[src/rtl/decoder_i_phase_sequencer_pkg.sv]
// Shared constants for the DECODER_I tree: field widths, reset opcode, sequencer
// state encoding and the strobe bundle seen by the phase sequencer.
package decoder_i_phase_sequencer_pkg;

    localparam int XPT_W = 4;
    localparam int IT_W  = 8;

    localparam logic [IT_W-1:0]  NOP_OP  = 8'h00;
    localparam logic [XPT_W-1:0] XPT_MAX = '1;

    localparam logic [0:0] ST_FETCH = 1'b0;
    localparam logic [0:0] ST_EXEC  = 1'b1;

    typedef struct packed {
        logic reset_xpt;
        logic set_cm1;
        logic reset_itable;
        logic ophd;
    } dec_strobe_t;

    // Phase never wraps: a runaway instruction parks at the last phase.
    function automatic logic [XPT_W-1:0] xpt_sat_inc(input logic [XPT_W-1:0] x);
        return (x == XPT_MAX) ? x : x + 1'b1;
    endfunction

endpackage

[src/rtl/decoder_i_phase_sequencer_dual_rail_reg.sv]
// Register with true and complemented outputs, both flopped from the same D
// so the two rails change on the same edge.
module decoder_i_phase_sequencer_dual_rail_reg #(
    parameter int           W       = 8,
    parameter logic [W-1:0] RST_VAL = '0
) (
    input  logic         i_clk,
    input  logic         i_rst_n,
    input  logic [W-1:0] i_d,
    output logic [W-1:0] o_q,
    output logic [W-1:0] o_q_n
);

    logic [W-1:0] r_q;
    logic [W-1:0] r_q_n;

    always_ff @(posedge i_clk or negedge i_rst_n) begin
        if (!i_rst_n) begin
            r_q   <= RST_VAL;
            r_q_n <= ~RST_VAL;
        end else begin
            r_q   <= i_d;
            r_q_n <= ~i_d;
        end
    end

    assign o_q   = r_q;
    assign o_q_n = r_q_n;

endmodule

[src/rtl/decoder_i_phase_sequencer.sv]
// Opcode fetch / execution-phase sequencer feeding the DECODER_I tree.
// state | meaning
// FETCH | opcode-fetch cycle (CM1), waiting for MEM_READY to latch DIN
// EXEC  | decoder enabled, XPT steps on each un-stalled, strobe-free cycle
module decoder_i_phase_sequencer
    import decoder_i_phase_sequencer_pkg::*;
(
    input  logic             CLK,
    input  logic             notRESET,
    input  logic [IT_W-1:0]  DIN,
    input  logic             MEM_READY,
    input  logic             PR_Reset_XPT,
    input  logic             P2_Set_CM1,
    input  logic             P2_Reset_ITABLE,
    input  logic             Pa_Ophd,
    output logic             FETCH_REQ,
    output logic             CM1,
    output logic             DEC_ENABLE,
    output logic [XPT_W-1:0] XPT,
    output logic [XPT_W-1:0] notXPT,
    output logic [IT_W-1:0]  ITABLE,
    output logic [IT_W-1:0]  notITABLE,
    output logic             XPT_OVF
);

    logic [0:0]       r_state;
    logic             r_ovf;

    logic [0:0]       w_state_d;
    logic             w_ovf_d;
    logic [XPT_W-1:0] w_xpt_d;
    logic [IT_W-1:0]  w_itable_d;
    dec_strobe_t      w_strb;
    logic             w_any_strobe;
    logic             w_inc;

    assign w_strb = '{reset_xpt:    PR_Reset_XPT,
                      set_cm1:      P2_Set_CM1,
                      reset_itable: P2_Reset_ITABLE,
                      ophd:         Pa_Ophd};

    assign w_any_strobe = |w_strb;
    assign w_inc        = (r_state == ST_EXEC) && MEM_READY && !w_any_strobe;

    always_comb begin
        w_state_d  = r_state;
        w_ovf_d    = r_ovf;
        w_xpt_d    = XPT;
        w_itable_d = ITABLE;
        case (r_state)
            ST_FETCH: begin
                // Decoder strobes are meaningless while fetching and are dropped.
                if (MEM_READY) begin
                    w_itable_d = DIN;
                    w_xpt_d    = '0;
                    w_state_d  = ST_EXEC;
                end
            end
            default: begin
                if (w_strb.reset_xpt) begin
                    w_xpt_d = '0;
                end else if (w_inc) begin
                    w_xpt_d = xpt_sat_inc(XPT);
                    if (XPT == XPT_MAX) begin
                        w_ovf_d = 1'b1;
                    end
                end
                if (w_strb.reset_itable) begin
                    w_itable_d = NOP_OP;
                end
                if (w_strb.set_cm1 || w_strb.ophd) begin
                    w_state_d = ST_FETCH;
                end
            end
        endcase
    end

    always_ff @(posedge CLK or negedge notRESET) begin
        if (!notRESET) begin
            r_state <= ST_FETCH;
            r_ovf   <= 1'b0;
        end else begin
            r_state <= w_state_d;
            r_ovf   <= w_ovf_d;
        end
    end

    decoder_i_phase_sequencer_dual_rail_reg #(
        .W       (XPT_W),
        .RST_VAL ('0)
    ) u_xpt_reg (
        .i_clk   (CLK),
        .i_rst_n (notRESET),
        .i_d     (w_xpt_d),
        .o_q     (XPT),
        .o_q_n   (notXPT)
    );

    decoder_i_phase_sequencer_dual_rail_reg #(
        .W       (IT_W),
        .RST_VAL (NOP_OP)
    ) u_itable_reg (
        .i_clk   (CLK),
        .i_rst_n (notRESET),
        .i_d     (w_itable_d),
        .o_q     (ITABLE),
        .o_q_n   (notITABLE)
    );

    assign CM1        = (r_state == ST_FETCH);
    assign FETCH_REQ  = (r_state == ST_FETCH);
    assign DEC_ENABLE = (r_state == ST_EXEC);
    assign XPT_OVF    = r_ovf;

endmodule

[config.mk]
export PLATFORM = sky130hd
export DESIGN_NAME = decoder_i_phase_sequencer
export DESIGN_NICKNAME = d
export VERILOG_FILES = /design/src/rtl/decoder_i_phase_sequencer_pkg.sv /design/src/rtl/decoder_i_phase_sequencer_dual_rail_reg.sv /design/src/rtl/decoder_i_phase_sequencer.sv
export SDC_FILE = /design/constraint.sdc
export NUM_CORES = 1
export LEC_CHECK = 0
export ABC_AREA = 1
export CAP_MARGIN = 40
export CORE_ASPECT_RATIO = 1.2
export CORE_MARGIN = 10
export CORE_UTILIZATION = 45
export CTS_CLUSTER_SIZE = 20
export DETAILED_ROUTE_END_ITERATION = 8
export GPL_ROUTABILITY_DRIVEN = 0
export PLACE_DENSITY = 0.82
export SETUP_SLACK_MARGIN = 0.02
export SYNTH_ARGS = -nofsm -noshare
export SYNTH_HDL_FRONTEND = slang
export SYNTH_SLANG_ARGS = --single-unit
[constraint.sdc]
create_clock -name CLK -period 3.8 [get_ports CLK]
set_input_delay 0.38 -clock CLK [delete_from_list [all_inputs] [get_ports CLK]]
set_output_delay 0.38 -clock CLK [all_outputs]
set_load 0.05 [all_outputs]
==> out/metrics.yaml <==
period_minus_slack_ns: 2.18
worstMarginPinSlew_ns: 0.537
ff2ff_path_depth: 6
total_power_mw: 0.704
placed_area_um2: 1580
cts_max_level: 1
cp_cell_sequence: "inv_2, clkdlybuf4s50_1"
path_clk_slew_ns: 0.13
fillers: 198
timing.final.ws_setup_ns: 1.62
ys_types: 21
via_per_inst: 4.71
rows: 19
antenna_cells: 0
regArea_um2: 666
nets: 172
async_flop_share: 1.00
min_path_type: "input pin to async pin"
syn_nets: 125
multi_input_area_um2: 358
ys_top_cells_by_area: "dfrtp_1, dfstp_2, nand2_1"
die_h_um: 74.2
fmax_ghz: 0.458
area_growth_pct: 48.2
holdWs_ns: 0.366
ys_ff_latch: 26
route.detailed.drc: 0
grt_pass1_wl_um: 4620
relSlewSlack: 0.641
cts_tree: "built"
core-area_um2: 2330
syn_area_um2: 1100
wl_um: 2670
cts_resized: 0
overflow: 0
path_class: "register to output port"
grtUsageTotal: 0.120
grt_max_degree: 20
synth-seq-area-share: 0.603
fin_skew_ns: 0.00238
synth_top_area_share: 0.317
status: "complete, no violations"
power-per-cell-area_nw_per_um2: 431
yosysWarnings: 0
finalHoldViolCount: 0
drtAntennaViolNets: 0
cts_buffer_depth: 2
drt_iter0_drc: 31
cts-buffers-inserted: 3
die_w_um: 65.2
hpwlAfterDp_um: 2220
power.leakage_nw: 0.750
synth-main-ff-cell: "dfrtp_1"
slowest_delay_ns: 0.84
path_max_fanout: 5
routedWlPerCell_um: 14.4
postSynthCellCount: 109
finalCritPeriodShare: 0.575
final_max_slew_viol_count: 0
crit_slowest_cell: "clkdlybuf4s50_1"
vdd_drop_max_mv: 0.330
grt_pass1_vias: 907
post_cts_buffers: 0
io_pins: 43
postLayoutCellArea_um2: 1640
die_area_um2: 4840
yosys.area.top_type: "dfrtp_1"
cp-end-kind: "output port"
setup_violations: 0
dp_slack_ns: 1.97
max-cap-violations: 0
cp.required_ns: 3.42
first_pass_iters: 3
rsz0062_at_grt: "no"
cts_sinks: 26
io_buffers: 42
cts_hold_buf: 0
syn_area_per_cell_um2: 10.1
vias: 876
cp_data_arrival_time_ns: 1.80
tns_ns: 0
critPathLaunchType: "register"
insertion_delay_ns: 0.31
synth-edff-count: 0
drive_gt1_frac: 0.239
cts-root-buf: "clkbuf_4"
floorplan.initialDensity: 0.474
antenna_found_initial: 0
## placed cells by master, fill, tap and decap left out
cell	netlist	layout
clkdlybuf4s50_1	0	42
nand2_1	24	24
inv_1	15	15
dfrtp_1	14	14
dfstp_2	12	12
a22oi_1	8	8
nor2_1	6	6
nor2_2	5	5
nand3_1	5	5
inv_2	3	3
or2_2	3	3
clkbuf_4	0	3
nand2_2	2	2
nor2_4	2	2
a21oi_1	2	2
o21ai_4	1	1
a21boi_2	1	1
o21ai_0	1	1
clkinv_2	1	1
nand3_2	1	1
nor3_2	1	1
ha_1	1	1
bufinv_16	0	1
buf_16	0	1
## per-stage QoR
| stage | utilization | std cells |
|---|---|---|
| after floorplan | - | 109 |
| after CTS | 0.702 | 186 |
| after detailed placement | 0.679 | 182 |
| after global placement | 0.668 | 181 |
| final | 0.702 | 186 |
| after global routing | 0.702 | 186 |
## where the power goes
group          internal (mW)  leakage [nW]  switching, mW
Clock                  0.107        0.0279         0.0747
Sequential             0.306         0.312        0.00979
Combinational         0.0694         0.410          0.138
Total                  0.482         0.750          0.222
## registers in the layout, indices dropped and copies added (netlist names)
name / cells
u_xpt_reg.o_q: 4
u_xpt_reg.o_q_n: 4
u_itable_reg.o_q: 8
DEC_ENABLE: 1
XPT_OVF: 1
u_itable_reg.o_q_n: 8
## final cells by class
class                      instances  share of cell area
timing repair buffer              43               0.274
clock buffer                       3              0.0138
multi-input combinational         63               0.219
tap                               31              0.0237
inverter                          19              0.0444
sequential                        26               0.407
clock inverter                     1              0.0184
## routing by layer
layer | vias up | track usage | routed length (µm)
li1 | 430 | - | -
met1 | 417 | 0.135 | 1080
met2 | 29 | 0.208 | 1370
met3 | 0 | 0.0450 | 221
met4 | 0 | 0.0357 | 0
met5 | - | 0 | 0
## Yosys cell counts (2+ instances only)
library cell	instances
a22oi_1	8
nor2_2	5
dfrtp_1	14
nand3_1	5
inv_1	15
a21oi_1	2
or2_2	3
inv_2	3
nor2_1	6
nand2_2	2
nand2_1	24
dfstp_2	12
nor2_4	2
## logic make-up after synthesis
| logic type | share of synthesized area |
|---|---|
| AND/OR/NAND/NOR | 0.220 |
| flip-flops | 0.603 |
| buffers and inverters | 0.0726 |
| AO/OA/AOI/OAI | 0.0930 |
| adder cells (fa/ha/maj) | 0.0113 |
## final timing paths
path                                              end                 from  slack, ns
max in group asynchronous       u_itable_reg.o_q_n[4]             notRESET       2.93
min in group CLK                u_itable_reg.o_q_n[5]  u_itable_reg.o_q[5]       0.44
worst max register to register     u_xpt_reg.o_q_n[1]     u_xpt_reg.o_q[0]       2.40
worst max-delay path                              CM1           DEC_ENABLE       1.62
worst min-delay path              u_itable_reg.o_q[1]             notRESET       0.37
worst min register to register  u_itable_reg.o_q_n[5]  u_itable_reg.o_q[5]       0.44
## critical path: cells and delay by family, from the launching register on
family | cells | cell delay, ns
DFF | 1 | 0.48
buffers and inverters | 2 | 1.01
No activity file was read; power rests on OpenSTA's default activity.
